**config.mk**
```make
export PLATFORM = sky130hd
export DESIGN_NAME = serial_subtractor
export DESIGN_NICKNAME = d
export VERILOG_FILES = /design/src/rtl/serial_subtractor.sv
export SDC_FILE = /design/constraint.sdc
export NUM_CORES = 1
export LEC_CHECK = 0
export CAP_MARGIN = 10
export CORE_UTILIZATION = 56
export DETAILED_ROUTE_END_ITERATION = 10
export DONT_BUFFER_PORTS = 1
export PLACE_DENSITY = 0.71
export SYNTH_ARGS = -nofsm -noshare
export SYNTH_HDL_FRONTEND = slang
export SYNTH_SLANG_ARGS = --single-unit
```
**constraint.sdc**
```tcl
create_clock -name clk -period 1.9 [get_ports clk]
set_input_delay 0.38 -clock clk [delete_from_list [all_inputs] [get_ports clk]]
set_output_delay 0.38 -clock clk [all_outputs]
set_load 0.02 [all_outputs]
```
**src/rtl/serial_subtractor.sv**
```systemverilog
// serial_subtractor
//   Bit-serial subtractor: diff = a - b (mod 2^WIDTH), one bit per clock,
//   LSB first, with a single borrow flop. Operands are captured on an
//   accepted start; a one-cycle done pulse marks the result as valid. The
//   result outputs hold their value until the next operation completes.
//
// Ports
//   clk         rising-edge clock
//   rst         asynchronous, active-high reset
//   start       operation request, honoured only when idle
//   a, b        minuend / subtrahend, captured on the accepting edge
//   busy        high while an operation is shifting or signalling done
//   done        one-cycle completion pulse
//   diff        a - b modulo 2^WIDTH
//   borrow_out  unsigned borrow (a < b)
//   overflow    two's-complement overflow of a - b
module serial_subtractor #(
    parameter int WIDTH = 8
) (
    input  logic             clk,
    input  logic             rst,
    input  logic             start,
    input  logic [WIDTH-1:0] a,
    input  logic [WIDTH-1:0] b,
    output logic             busy,
    output logic             done,
    output logic [WIDTH-1:0] diff,
    output logic             borrow_out,
    output logic             overflow
);

    localparam int CW = (WIDTH > 2) ? $clog2(WIDTH) : 1;

    localparam logic [1:0] IDLE  = 2'd0;
    localparam logic [1:0] SHIFT = 2'd1;
    localparam logic [1:0] DONE  = 2'd2;

    localparam logic [CW-1:0] LAST = CW'(WIDTH - 1);

    logic [1:0]       state;
    logic [WIDTH-1:0] a_sh;
    logic [WIDTH-1:0] b_sh;
    logic [WIDTH-1:0] r_sh;
    logic [CW-1:0]    count;
    logic             br;
    logic             a_msb;
    logic             b_msb;

    // Full-subtractor cell on the current LSBs.
    logic             x;
    logic             y;
    logic             d;
    logic             br_next;
    logic [WIDTH-1:0] r_next;

    // NOTE: every always_comb output gets a default first so no path leaves
    // it unassigned, which would otherwise infer a latch.
    always_comb begin
        x       = a_sh[0];
        y       = b_sh[0];
        d       = x ^ y ^ br;
        br_next = (~x & y) | (~x & br) | (y & br);
        r_next  = {d, r_sh[WIDTH-1:1]};
    end

    // NOTE: state registers use non-blocking assignments so all flops sample
    // the pre-edge values; the datapath registers here are plain flops, not a
    // memory, so clearing them on reset is cheap and keeps outputs defined.
    always_ff @(posedge clk or posedge rst) begin
        if (rst) begin
            state      <= IDLE;
            a_sh       <= '0;
            b_sh       <= '0;
            r_sh       <= '0;
            count      <= '0;
            br         <= 1'b0;
            a_msb      <= 1'b0;
            b_msb      <= 1'b0;
            diff       <= '0;
            borrow_out <= 1'b0;
            overflow   <= 1'b0;
        end else begin
            case (state)
                IDLE: begin
                    if (start) begin
                        a_sh  <= a;
                        b_sh  <= b;
                        r_sh  <= '0;
                        a_msb <= a[WIDTH-1];
                        b_msb <= b[WIDTH-1];
                        br    <= 1'b0;
                        count <= '0;
                        state <= SHIFT;
                    end
                end
                SHIFT: begin
                    a_sh  <= a_sh >> 1;
                    b_sh  <= b_sh >> 1;
                    r_sh  <= r_next;
                    br    <= br_next;
                    count <= count + 1'b1;
                    if (count == LAST) begin
                        // Final bit: publish the result in the same edge.
                        diff       <= r_next;
                        borrow_out <= br_next;
                        overflow   <= (a_msb != b_msb) & (d != a_msb);
                        state      <= DONE;
                    end
                end
                DONE: begin
                    state <= IDLE;
                end
                default: begin
                    state <= IDLE;
                end
            endcase
        end
    end

    assign busy = (state == SHIFT) || (state == DONE);
    assign done = (state == DONE);

endmodule

```
# Word level (Yosys, flattened, before mapping)
# Cells that the tools add are included.
[word_totals]
ff_bits = 42
output_inout_bits = 12
word_cells = 48
[classes]
n_addsub = 1
n_eq_ne = 7
mux = 13
bitwise_logic = 9
reduce_logical = 7
[ops]
columns = ["operator", "count"]
rows = [
  ["case mux 8 bit (2 select lines)", 3],
  ["2-to-1 mux 8 bit", 3],
  ["AND reduction 2 bit", 4],
  ["case mux 3 bit (2 select lines)", 1],
  ["AND 1 bit", 4],
  ["2-to-1 mux 2 bit", 2],
  ["!= test 2 bit (second input constant)", 2],
  ["case mux 2 bit (2 select lines)", 1],
  ["adder 3 x 1 -> 3 bit (second input constant)", 1],
  ["equality test 3 bit (second input constant)", 1],
  ["2-to-1 mux 3 bit", 1],
  ["equality test 2 x 1 -> 1 bit (second input constant)", 1],
  ["equality test 2 bit (second input constant)", 1],
  ["zero test 2 bit", 1],
  ["!= test 1 bit", 2],
  ["OR 1 bit", 2],
  ["case mux 1 bit (2 select lines)", 1],
  ["nonzero test 2 bit", 1],
  ["bitwise XOR 1 bit", 2],
  ["logical OR 1 bit", 1],
  ["2-to-1 mux 1 bit", 1],
  ["NOT 1 bit", 1],
]

# Depth between registers and ports, before layout
[depth]
depth_word = 5
ltp_mapped = 7

# Least setup slack after synthesis
# No wires, ideal clock.
[synth_timing]
kind = "reg2reg"
startpoint = "register state[0]"
endpoint = "register a_sh[0]"
setup_ns = 0.123
t_arrival_ns = 1.410
slack_ns = 0.367
path_stages_with_launch = 8
path_buffers = 2
path_cell_list = "dfrtp_1 inv_1 ha_1 buf_6 nand2_4 or2_1 buf_6 o221a_1"
[synth_via]
elab_chain_cells = 3
elab_cells_between_ends = 6
cone_classes = "eq/ne: 2; mux: 1; reduce/logical: 3"
[synth_rtl]
columns = ["item", "line", "rtl"]
rows = [
  ["from (decl)", "40", "logic [1:0] state;"],
  ["from (signal assigned)", "71", "state <= IDLE;"],
  ["from (signal assigned)", "93", "state <= SHIFT;"],
  ["from (signal assigned)", "107", "state <= DONE;"],
  ["equality test 2 x 1 -> 1 bit / zero test 2 bit (equally long branches)", "83", "case (state)"],
  ["nonzero test 2 bit (no source line) / != test 2 bit (equally long branches)", "--", ""],
  ["AND reduction 2 bit (no source line)", "--", ""],
  ["to (signal assigned)", "97", "a_sh <= a_sh >> 1;"],
  ["to (decl)", "41", "logic [WIDTH-1:0] a_sh;"],
]
# Parallel ways exist; a longest one is shown, timed or not.
# A chain may end at the register's enable or synchronous reset.

# Final worst setup path
[layout_timing]
startpoint = "register state[1]"
endpoint = "register a_sh[2]"
# Same word-level chain as after synthesis.

==> flow_metrics.env <==
export IMPL_syn_cell_area_um2=1870
export IMPL_clk_insertion_delay_late_ps=350
export IMPL_synth_avg_cell_area_um2=13.1
export IMPL_top_layer="met4"
export IMPL_place_gp_congestion=0.706
export IMPL_cts_sinks=41
export IMPL_hold_ws_ps=32.1
export IMPL_timing_setup_tns_ps=0
export IMPL_start_util_pct=60.2
export IMPL_fin_crit_ps=1730
export IMPL_ant_nets=0
export IMPL_postCtsSetupRepairBufs=0
export IMPL_cts_root_buffer="clkbuf_4"
export IMPL_cp_required_ps=2140
export IMPL_port_buffers=0
export IMPL_grt_overflow_total=0
export IMPL_reg2reg_to="a_sh[2]"
export IMPL_final_cell_mix="dfrtp_1 (41), a22o_1 (11), nand2b_1 (10)"
export IMPL_cts_tree="built"
export IMPL_seq_area_frac_synth_pct=54.9
export IMPL_worst_slack_ps=172
export IMPL_worst_slew_pin_slew_ps=521
export IMPL_r2r_start="state[1]"
export IMPL_drt_pass1_iterations=4
export IMPL_multi_input_area_um2=746
export IMPL_die_x_um=59.8
export IMPL_final_seq_area_um2=1030
export IMPL_vias=1113
export IMPL_rsz0062_at_grt="false"
export IMPL_wl_um=3150
export IMPL_core_area_um2=3100
export IMPL_finalCoreUtilization_pct=64.1
export IMPL_fill_cells=260
export IMPL_ir_drop_v=0.000907
export IMPL_wl_met3_um=168
export IMPL_max_freq_mhz=579
export IMPL_endpoint_kind="flip-flop"
export IMPL_antenna_found_initial=0
export IMPL_drc_errors=0
export IMPL_yosysUniqueCellTypes=29
export IMPL_htreeDepth=2
export IMPL_grt_use_total_pct=20.5
export IMPL_grt_start_max_net_pins=42
export IMPL_die_area_um2=3570
export IMPL_worst_path_max_delay_cell="dfrtp_1"
export IMPL_finClkSkew_ps=10.4
export IMPL_crit_path_max_fanout=10
export IMPL_drt_iter0_markers=65
export IMPL_cts_buffer_depth=2
export IMPL_synth_seq_cells=41
export IMPL_antennaDiodeCount=0
export IMPL_cp_start_kind="flip-flop"
export IMPL_first_global_vias=1091
export IMPL_pre_cts_ws_ps=201
export IMPL_slew_headroom_pct=65.3
export IMPL_syn_nets=169
export IMPL_nets=173
export IMPL_clkSlewWorstSetupHoldPaths_ps=120
export IMPL_drt_wirelength_per_cell_um=16.4
export IMPL_finalHoldViolations=0
export IMPL_regToRegSetupSlack_ps=170
export IMPL_cap_violations=0
export IMPL_power_leakage_nw=0.919
export IMPL_cp_arrival_ps=1960
export IMPL_viasPerCell=5.80
export IMPL_wl_met1_um=1570
export IMPL_crit_buf_inv=2
export IMPL_critical_path_class="reg2reg"
export IMPL_grt_pass1_wl_um=5240
export IMPL_critPathMaxStageDelay_ps=410
export IMPL_fp_dieH_um=59.8
export IMPL_final_common_cell="dfrtp_1"
export IMPL_synthesis_instances=143
export IMPL_rows=20
export IMPL_status="finished clean"
export IMPL_rr_worst_depth=6
export IMPL_post_route_period_util_pct=91.0
export IMPL_io_pins=31
export IMPL_critPathTopFamily="simple AND/OR/NAND/NOR gates"
export IMPL_place_hpwl_um=2130
export IMPL_drive_above_1_share_pct=14.2
export IMPL_setup_viol=0
export IMPL_cts_buffers=5
export IMPL_crit_chain="inv_1, ha_1, buf_4, nand2_4, or2_1, o221a_1"
export IMPL_slew_violations=0
export IMPL_postLayoutCellArea_um2=1990
export IMPL_syn_to_final_growth_pct=6.36
export IMPL_powerDensity_nw_per_um2=1620
export IMPL_hold_class="in2async"
export IMPL_wl_met2_um=1370
export IMPL_ys_warnings_count=0
export IMPL_place_area_um2=1900
[synth_stat cells (all sizes together)]
library cell	n	area, um2
or2b	3	22.5
nor3b	2	15.0
and2b	1	7.51
or2	1	6.26
a221o	5	50.1
a21oi	5	25.0
mux2i	1	10.0
buf	9	81.3
o21ai	4	20.0
nand3	4	20.0
o221a	9	101
inv	5	18.8
nor2b	4	35.0
nor2	2	7.51
mux2	11	124
nand2	6	30.0
o22a	1	8.76
dfrtp	41	1030
ha	6	75.1
fa	1	20.0
a22o	11	96.3
nand2b	11	68.8
[power by group]
group | internal, mW | switching, mW | total (mW)
Clock | 0.314 | 0.280 | 0.594
Sequential | 1.17 | 0.208 | 1.37
Combinational | 0.644 | 0.618 | 1.26
Total | 2.12 | 1.11 | 3.23
[per-layer routing]
| layer | up-vias | track usage (%) |
|---|---|---|
| li1 | 530 | - |
| met1 | 553 | 30.2 |
| met2 | 25 | 27.6 |
| met3 | 5 | 7.79 |
| met4 | 0 | 6.98 |
| met5 | - | 0 |
[how the worst max path moves through the flow]
stage                     startpoint      end  slack [ps]  cells after the start
final                       state[1]  a_sh[2]         170                      6
after global routing        state[1]  a_sh[1]          60                      6
after CTS                   state[1]  a_sh[2]         160                      5
after detailed placement    state[1]  a_sh[2]         200                      6
after global placement      state[0]  a_sh[2]         240                      5
after floorplan             state[0]  a_sh[0]         370                      7
[registers in the layout, indices dropped and copies added (netlist names)]
name and flops:
b_msb 1, state 2, count 3, borrow_out 1
diff 8, overflow 1, br 1, a_sh 8
b_sh 8, a_msb 1, r_sh 7
[cell type report]
class | instances | share of cell area [%]
Tap cell | 44 | 2.77
Inverter | 5 | 0.944
Multi-Input combinational cell | 88 | 37.5
Clock inverter | 1 | 1.51
Sequential cell | 41 | 51.6
Clock buffer | 7 | 2.77
Timing Repair Buffer | 6 | 2.89
[repair_timing]
item	CTS	global route
hold buffers	0	0
endpoints found under the setup margin	0	1
gates resized for setup	0	1
[through the flow]
| stage | total power, mW | std cells |
|---|---|---|
| floorplan | 2.43 | 143 |
| global placement | 2.60 | 184 |
| detailed placement | 2.65 | 184 |
| CTS | 3.24 | 192 |
| global route | 3.47 | 192 |
| finish | 3.23 | 192 |
[kinds of logic after synthesis]
logic type	count (synthesis)	share of synthesized area, %
buf+inv	14	5.35
fa+ha+maj	7	5.09
simple gates	34	11.4
compound gates	35	16.1
flops	41	54.9
mux	12	7.16
Note: power is estimated with default switching activity, not from simulation.
